$ cat config.mk
export PLATFORM = sky130hd
export DESIGN_NAME = darkedram_arbiter
export DESIGN_NICKNAME = d
export VERILOG_FILES = /design/src/rtl/darkbus_pkg.sv /design/src/rtl/rr_pick2.sv /design/src/rtl/darkedram_arbiter.sv
export SDC_FILE = /design/constraint.sdc
export NUM_CORES = 1
export LEC_CHECK = 0
export BUFFER_PORTS_ARGS = -buffer_cell sky130_fd_sc_hd__buf_2
export CORE_AREA = 2 2 122 124
export CTS_BUF_LIST = sky130_fd_sc_hd__clkbuf_16
export DETAILED_ROUTE_END_ITERATION = 12
export DIE_AREA = 0 0 124 126
export GPL_ROUTABILITY_DRIVEN = 0
export PLACE_DENSITY = 0.57
export SYNTH_ARGS = -nofsm -noshare
export SYNTH_HDL_FRONTEND = slang
export SYNTH_HIERARCHICAL = 1
export SYNTH_SLANG_ARGS = --single-unit
$ cat constraint.sdc
create_clock -name XCLK -period 2 [get_ports XCLK]
set_clock_uncertainty 0.15 [all_clocks]
set_input_delay 0.4 -clock XCLK [delete_from_list [all_inputs] [get_ports XCLK]]
set_output_delay 0.4 -clock XCLK [all_outputs]
set_load 0.005 [all_outputs]
$ cat src/rtl/darkbus_pkg.sv
// Shared types for the dark RAM bus arbiter.
// Owns the FSM encoding and per-master control bundle.
package darkbus_pkg;

  localparam int ARB_NM = 2;

  typedef enum logic [1:0] {
    IDLE,
    GRANT,
    DONE
  } arb_state_t;

  typedef struct packed {
    logic req;
    logic we;
    logic lock;
  } mreq_t;

endpackage

$ cat src/rtl/rr_pick2.sv
// Two-way round-robin pick.
// A tie goes to the master that did not win last.
module rr_pick2 (
  input  logic [1:0] req_i,
  input  logic       last_i,
  output logic       owner_o
);

  // tie -> other than last; else the sole requester
  always_comb begin
    owner_o = 1'b0;
    unique case (1'b1)
      (req_i == 2'b11): owner_o = ~last_i;
      (req_i == 2'b10): owner_o = 1'b1;
      default:          owner_o = 1'b0;
    endcase
  end

endmodule

$ cat src/rtl/darkedram_arbiter.sv
// Two-master arbiter for the on-chip RAM slave port.
// Round-robin, optional locked pairs, bus watchdog.
module darkedram_arbiter
  import darkbus_pkg::*;
#(
  parameter int AW      = 32,
  parameter int DW      = 32,
  parameter int TIMEOUT = 15
) (
  input  logic            XCLK,
  input  logic            XRES,
  input  logic            M0_REQ,
  input  logic            M0_WE,
  input  logic [DW/8-1:0] M0_BE,
  input  logic [AW-1:0]   M0_ADDR,
  input  logic [DW-1:0]   M0_WDATA,
  input  logic            M0_LOCK,
  output logic            M0_ACK,
  output logic            M0_ERR,
  output logic [DW-1:0]   M0_RDATA,
  input  logic            M1_REQ,
  input  logic            M1_WE,
  input  logic [DW/8-1:0] M1_BE,
  input  logic [AW-1:0]   M1_ADDR,
  input  logic [DW-1:0]   M1_WDATA,
  input  logic            M1_LOCK,
  output logic            M1_ACK,
  output logic            M1_ERR,
  output logic [DW-1:0]   M1_RDATA,
  output logic            S_EN,
  output logic            S_WE,
  output logic            S_RE,
  output logic [DW/8-1:0] S_BE,
  output logic [AW-1:0]   S_ADDR,
  output logic [DW-1:0]   S_WDATA,
  input  logic [DW-1:0]   S_RDATA,
  input  logic            S_WACK,
  input  logic            S_RACK
);

  localparam logic [7:0] WD_LAST = 8'(TIMEOUT - 1);

  arb_state_t state_q, state_d;
  logic       owner_q, owner_d;
  logic       last_q, last_d;
  logic [7:0] wdog_q, wdog_d;

  mreq_t           r0, r1, own;
  logic            pick;
  logic            act, sack, ok, tmo, done;
  logic [DW/8-1:0] own_be;
  logic [AW-1:0]   own_addr;
  logic [DW-1:0]   own_wdata;
  logic [DW-1:0]   rd;

  assign r0 = {M0_REQ, M0_WE, M0_LOCK};
  assign r1 = {M1_REQ, M1_WE, M1_LOCK};

  rr_pick2 u_pick (
    .req_i   ({M1_REQ, M0_REQ}),
    .last_i  (last_q),
    .owner_o (pick)
  );

  // owner request mux
  always_comb begin
    own       = owner_q ? r1 : r0;
    own_be    = owner_q ? M1_BE : M0_BE;
    own_addr  = owner_q ? M1_ADDR : M0_ADDR;
    own_wdata = owner_q ? M1_WDATA : M0_WDATA;
  end

  // bus only driven while the owner still holds REQ,
  // so a dropped request can never start a write
  always_comb begin
    act  = (state_q == GRANT) && own.req;
    sack = S_WACK | S_RACK;
    ok   = act & sack;
    tmo  = act & ~sack & (wdog_q == WD_LAST);
    done = ok | tmo;
  end

  // slave side strobes and forwarded fields
  always_comb begin
    S_EN    = act;
    S_WE    = act & own.we;
    S_RE    = act & ~own.we;
    S_BE    = act ? own_be : '0;
    S_ADDR  = act ? own_addr : '0;
    S_WDATA = act ? own_wdata : '0;
  end

  // master side completions; non-owner sees zeros
  always_comb begin
    rd       = (ok & ~own.we) ? S_RDATA : '0;
    M0_ACK   = done & ~owner_q;
    M1_ACK   = done & owner_q;
    M0_ERR   = tmo & ~owner_q;
    M1_ERR   = tmo & owner_q;
    M0_RDATA = owner_q ? '0 : rd;
    M1_RDATA = owner_q ? rd : '0;
  end

  // next state, owner, fairness and watchdog
  always_comb begin
    state_d = state_q;
    owner_d = owner_q;
    last_d  = last_q;
    wdog_d  = wdog_q;
    unique case (state_q)
      IDLE: begin
        if (M0_REQ | M1_REQ) begin
          owner_d = pick;
          wdog_d  = '0;
          state_d = GRANT;
        end
      end
      GRANT: begin
        if (!own.req) begin
          wdog_d  = '0;
          state_d = DONE;
        end else if (ok) begin
          last_d  = owner_q;
          wdog_d  = '0;
          state_d = own.lock ? GRANT : DONE;
        end else if (tmo) begin
          last_d  = owner_q;
          wdog_d  = '0;
          state_d = DONE;
        end else begin
          wdog_d  = wdog_q + 8'd1;
        end
      end
      DONE:    state_d = IDLE;
      default: state_d = IDLE;
    endcase
  end

  // state registers
  always_ff @(posedge XCLK or negedge XRES) begin
    if (!XRES) begin
      state_q <= IDLE;
      owner_q <= 1'b0;
      last_q  <= 1'b1;
      wdog_q  <= '0;
    end else begin
      state_q <= state_d;
      owner_q <= owner_d;
      last_q  <= last_d;
      wdog_q  <= wdog_d;
    end
  end

endmodule
==> results of run 1 <==
==> report_power, final <==
group	total, mW	internal [mW]	switching [mW]
sequential	0.350	0.299	0.0507
clock	0.385	0.265	0.121
combinational	3.61	1.98	1.64
==> routing by layer <==
layer	part of all wire, %	vias to the layer above	GRT usage [%]
li1	-	1726	-
met1	44	1609	19.1
met2	48	126	23.2
met3	6.0	12	1.59
met4	1.1	0	2.84
met5	0	-	0
==> placed cells by master, fill, tap and decap left out, types with 8 or more instances in the layout <==
cell type	netlist	final
buf_4	0	20
nor2_2	0	13
dfrtp_1	11	10
clkbuf_16	0	14
nor2_1	74	58
and2_1	65	52
mux2i_1	70	63
buf_12	0	11
and2_4	0	13
buf_6	0	20
buf_2	12	302
nand2_1	8	8
==> worst min-delay path: stages, from the launching register on <==
cell	delay, ns
dfstp_2	0.37
o21ai_0	0.06
o21ai_0	0.07
==> final timing paths <==
path | end | slack (ns) | depth (start not counted)
max in group asynchronous | last_q | 1.00 | 2
max | M1_RDATA[9] | -0.41 | 7
min reg2reg | last_q | 0.36 | 2
min | last_q | 0.36 | 2
max reg2reg | wdog_q[3] | -0.04 | 7
min in group asynchronous | wdog_q[7] | 0.41 | 2
==> final cells by class <==
cell class	instances	area share [%]
clock buffer	3	1.47
clock inverter	1	0.0733
inverter	4	0.293
multi-input combinational	261	38.2
sequential	12	5.97
tap	184	4.50
timing repair buffer	371	49.5
==> registers in the layout, indices dropped and copies added (netlist names) <==
register,cells
wdog_q,8
state_q,2
owner_q,1
last_q,1
==> cell families after synthesis <==
kind of cell	count (synthesis)
mux	72
simple gates	167
flops	12
buf+inv	28
fa+ha+maj	2
compound gates	19
xor+xnor	1
==> timing repair <==
item | 4_1_cts | 5_1_grt
cloned | 3 | 13
hold buffers | 1 | 0
setup buffers | 3 | 5
endpoints found under the setup margin | 144 | 148
gates resized for setup | 20 | 73
hold endpoints to repair | 11 | 0
pin swaps | 0 | 24
==> Yosys cell counts (all sizes together) <==
| cell | instances | area share [%] |
|---|---|---|
| o41ai | 1 | 0.40 |
| nand4b | 2 | 0.80 |
| nor3 | 6 | 1.4 |
| o31a | 1 | 0.40 |
| o221ai | 1 | 0.40 |
| nand3 | 3 | 0.69 |
| o41a | 1 | 0.51 |
| mux2i | 70 | 32 |
| nor4 | 3 | 1.5 |
| dfstp | 1 | 1.2 |
| dfrtp | 11 | 13 |
| a31o | 2 | 0.80 |
| and2 | 65 | 19 |
| nand3b | 1 | 0.91 |
| inv | 4 | 0.69 |
| nand2 | 9 | 1.7 |
| buf | 15 | 3.3 |
| a32oi | 1 | 0.40 |
| and3b | 1 | 0.40 |
| nor2 | 74 | 13 |
| a32o | 2 | 0.91 |
| or4 | 1 | 0.34 |
| xnor2 | 1 | 0.40 |
| or2 | 1 | 0.29 |
| nand4 | 1 | 0.29 |
| o21a | 1 | 0.34 |
| mux2 | 2 | 1.0 |
| a21boi | 1 | 0.51 |
| o311ai | 1 | 0.40 |
| clkbuf | 9 | 1.5 |
| ha | 2 | 1.1 |
| o21ai | 7 | 1.6 |
==> results.sh, run 1 <==
export IMPL_stdcell_area_sq_um=5120
export IMPL_peakVddDrop_v=0.000646
export IMPL_layoutNonFillerInstCount=836
export IMPL_tightest_slew_ns=0.353
export IMPL_crit_slowest_cell="dfrtp_4"
export IMPL_finalHoldViolations=0
export IMPL_violations="setup timing"
export IMPL_seq_area_frac_synth_pct=13.8
export IMPL_synth_compound_area_share_pct=6.68
export IMPL_cts_root_buf="clkbuf_16"
export IMPL_hold_slack_ns=0.359
export IMPL_hp_start="last_q"
export IMPL_htree_levels=1
export IMPL_setup_tns_ns=-43.43
export IMPL_grt_overflow_total=0
export IMPL_core_area_sq_um=14300
export IMPL_nets=833
export IMPL_num_vias=3473
export IMPL_cts_made_buffers=3
export IMPL_grt_usage_pct=13.9
export IMPL_regArea_sq_um=305
export IMPL_crit_path_max_incr_delay_ns=0.43
export IMPL_synth_fa_ha_area_share_pct=1.14
export IMPL_insertion_delay_ns=0.25
export IMPL_period_share_pct=120
export IMPL_p_leak_nw=2.95
export IMPL_yosysWarnings=6
export IMPL_path_class="flop to primary output"
export IMPL_path_cells="buf_12 -> nand4b_1 -> nor3_4 -> buf_12 -> clkbuf_16 -> and2_1 -> buf_2"
export IMPL_reg2reg_from="owner_q"
export IMPL_fin_ws_ns=-0.405
export IMPL_cts_sinks=12
export IMPL_antenna_found_initial=0
export IMPL_synth_xor_area_share_pct=0.400
export IMPL_avgSynthCellArea_sq_um=7.28
export IMPL_synth_cell_types=37
export IMPL_dieArea_sq_um=15600
export IMPL_place_ws_ns=-0.137
export IMPL_hold_class="flop to flop"
export IMPL_place_hpwl_mm=9.61
export IMPL_status="complete, but fails checks"
export IMPL_viasPerCell=4.15
export IMPL_dpl_cell_count=807
export IMPL_fill_cells=1534
export IMPL_syn_inst=301
export IMPL_drt_first_pass_iters=4
export IMPL_cp_top_family="simple AND/OR/NAND/NOR gates"
export IMPL_synth_simple_gate_area_share_pct=39.5
export IMPL_cts_buffer_depth=2
export IMPL_slew_headroom_pct=76.4
export IMPL_crit_required_ns=1.45
export IMPL_grt_pass1_wl_mm=16.9
export IMPL_power_density_nw_per_um2=849
export IMPL_start_kind="flop"
export IMPL_rsz0062_at_grt="true"
export IMPL_drive_gt1_share_pct=64.7
export IMPL_row_count=44
export IMPL_io_buffers=316
export IMPL_wl_mm=14.0
export IMPL_cp_startpoint="owner_q"
export IMPL_power_total_mw=4.35
export IMPL_postLayoutCoreUtil_pct=35.8
export IMPL_multi_input_area_sq_um=1960
export IMPL_cap_viol_max_count=0
export IMPL_cpMostUsedCell="buf_12"
export IMPL_synth_top_family_by_area="simple AND/OR/NAND/NOR gates"
export IMPL_slew_viol_final=0
export IMPL_drc=0
export IMPL_drtAntennaViolNets=0
export IMPL_crit_fanout=16
export IMPL_post_drt_wl_per_cell_um=16.7
export IMPL_crit_arrival_ns=1.86
export IMPL_initial_core_util_pct=15.3
export IMPL_grt_pass1_vias=2941
export IMPL_cts_tree="built"
export IMPL_syn_area_sq_um=2190
export IMPL_io_pins=317
export IMPL_ys_seq_elements=12
export IMPL_setup_viol_count_final=141
export IMPL_drt_initial_drc_count=193
export IMPL_fp_dieH_um=126
export IMPL_grt_max_degree=40
export IMPL_critPathBufInv=4
export IMPL_placed_area_sq_um=4190
export IMPL_synth_nets=481
export IMPL_cts_clk_slew_worst_paths_ns=0.04
export IMPL_antenna_cells=0
export IMPL_layout_min_cycle_time_ns=2.41
export IMPL_endpoint_kind="primary output"
export IMPL_syn_to_final_growth_pct=134
export IMPL_clock_fmax_mhz=416
export IMPL_die_w_um=124
export IMPL_synth_mux_area_fraction_pct=33.0
(Power assumes the default switching activity.)
==> run 2: changes to the inputs <==
- PLACE_DENSITY: 0.57 -> 0.6
==> results.sh, run 2 (synthesis gave the netlist of run 1 again) <==
export IMPL_rsz0062_at_grt="true"
export IMPL_io_pins=317
export IMPL_period_share_pct=116
export IMPL_nets=830
export IMPL_htree_levels=1
export IMPL_r2r_cells=8
export IMPL_crit_required_ns=1.45
export IMPL_core_area_sq_um=14300
export IMPL_setup_viol_count_final=143
export IMPL_cp_top_family="flip-flops"
export IMPL_io_buffers=316
export IMPL_fill_cells=1534
export IMPL_grt_pass1_wl_mm=16.4
export IMPL_dieArea_sq_um=15600
export IMPL_endpoint_kind="primary output"
export IMPL_hold_depth=2
export IMPL_drive_gt1_share_pct=61.2
export IMPL_drc=0
export IMPL_crit_fanout=16
export IMPL_path_class="flop to primary output"
export IMPL_violations="setup timing"
export IMPL_viasPerCell=4.04
export IMPL_grt_usage_pct=13.4
export IMPL_grt_overflow_total=0
export IMPL_post_drt_wl_per_cell_um=14.2
export IMPL_p_leak_nw=2.84
export IMPL_slew_headroom_pct=80.0
export IMPL_syn_to_final_growth_pct=117
export IMPL_crit_arrival_ns=1.78
export IMPL_drt_initial_drc_count=103
export IMPL_antenna_cells=0
export IMPL_cts_tree="built"
export IMPL_cap_viol_max_count=0
export IMPL_row_count=44
export IMPL_layout_min_cycle_time_ns=2.33
export IMPL_tightest_slew_ns=0.291
export IMPL_cts_sinks=12
export IMPL_start_kind="flop"
export IMPL_largest_reg_flops=8
export IMPL_place_hpwl_mm=9.61
export IMPL_slew_viol_final=0
export IMPL_crit_cells=7
export IMPL_hold_class="flop to flop"
export IMPL_crit_path_max_incr_delay_ns=0.48
export IMPL_grt_max_degree=33
export IMPL_layout_commonest_cell="buf_2"
export IMPL_dpl_cell_count=816
export IMPL_peakVddDrop_v=0.000585
export IMPL_top_register="wdog_q"
export IMPL_cts_clk_slew_worst_paths_ns=0.04
export IMPL_wl_mm=11.8
export IMPL_cts_made_buffers=3
export IMPL_clock_fmax_mhz=430
export IMPL_reg_top3="wdog_q (8), state_q (2)"
export IMPL_fin_ws_ns=-0.327
export IMPL_initial_core_util_pct=15.3
export IMPL_placed_area_sq_um=4310
export IMPL_power_density_nw_per_um2=800
export IMPL_drt_first_pass_iters=4
export IMPL_die_w_um=124
export IMPL_stdcell_area_sq_um=4760
export IMPL_layoutNonFillerInstCount=833
export IMPL_num_vias=3369
export IMPL_path_cells="mux2_4 -> nand3b_4 -> nor4_4 -> buf_4 -> clkbuf_16 -> and2_1 -> buf_2"
export IMPL_cts_buffer_depth=2
export IMPL_cts_root_buf="clkbuf_16"
export IMPL_antenna_found_initial=0
export IMPL_crit_slowest_cell="dfrtp_4"
export IMPL_critPathBufInv=3
export IMPL_setup_tns_ns=-29.44
export IMPL_drtAntennaViolNets=0
export IMPL_fp_dieH_um=126
export IMPL_grt_pass1_vias=3087
export IMPL_status="complete, but fails checks"
export IMPL_final_cell_mix="buf_2 (310), nor2_1 (74), mux2i_1 (65)"
export IMPL_insertion_delay_ns=0.25
export IMPL_finalHoldViolations=0
[run 2: cell count changes in the layout (fill, tap and decap cells not counted), sizes merged]
cell and delta:
buf +5, clkbuf -10, bufbuf +2
[run 2: worst reg2reg max path, delay by kind of cell (launching register included)]
family                   cells  cell delay, ns
AO/OA/AOI/OAI                2            0.68
adder cells (fa/ha/maj)      1            0.16
AND/OR/NAND/NOR              1            0.13
buffers and inverters        4            0.46
flip-flops                   1            0.37
[run 2: metal layers]
| layer | global-route usage (%) | up-vias | part of all wire [%] |
|---|---|---|---|
| li1 | - | 1715 | - |
| met1 | 16.9 | 1522 | 41 |
| met2 | 25.0 | 123 | 51 |
| met3 | 0.861 | 9 | 6.3 |
| met4 | 1.92 | 0 | 0.83 |
| met5 | 0 | - | 0 |
[run 2: what timing repair did]
item                       CTS  global route
cloned                       3             1
pin swaps                    9            10
resized for setup           21            19
hold buffers                 1             0
setup buffers                7             1
setup endpoints to repair  141           148
hold endpoints to repair    11             0
[run 2: final timing paths]
check                           from            to  slack (ns)
setup / recovery             owner_q  M0_RDATA[19]       -0.33
hold / removal                last_q        last_q        0.36
setup reg to reg           wdog_q[0]     wdog_q[3]       -0.06
hold reg to reg               last_q        last_q        0.36
max in group asynchronous       XRES        last_q        1.00
min in group asynchronous       XRES     wdog_q[4]        0.42
[run 2: final cells by class]
| cell class | instances | area, sq um | area share (%) |
|---|---|---|---|
| Tap cell | 184 | 230 | 4.84 |
| Clock inverter | 1 | 3.75 | 0.0789 |
| Inverter | 4 | 15.0 | 0.316 |
| Clock buffer | 3 | 75.1 | 1.58 |
| Sequential cell | 12 | 305 | 6.42 |
| Multi-Input combinational cell | 261 | 1870 | 39.3 |
| Timing Repair Buffer | 368 | 2260 | 47.5 |
[run 2: power by group]
part	leakage, nW	internal, mW	total [mW]	switching [mW]
Sequential	0.158	0.299	0.350	0.0509
Combinational	2.64	1.68	3.08	1.40
Clock	0.0385	0.264	0.378	0.114
[run 2: through the flow]
step           util (%)  hold slack (ns)  setup slack [ns]  total power, mW
2_1_floorplan         -          -0.0456            0.0330             1.78
3_3_place_gp       30.1            0.152           -0.0571             3.01
3_5_place_dp       30.1            0.155           -0.0899             3.03
4_1_cts            32.5            0.373            -0.320             3.81
5_1_grt            33.2            0.425            -0.378             4.11
6_report           33.2            0.360            -0.327             3.81
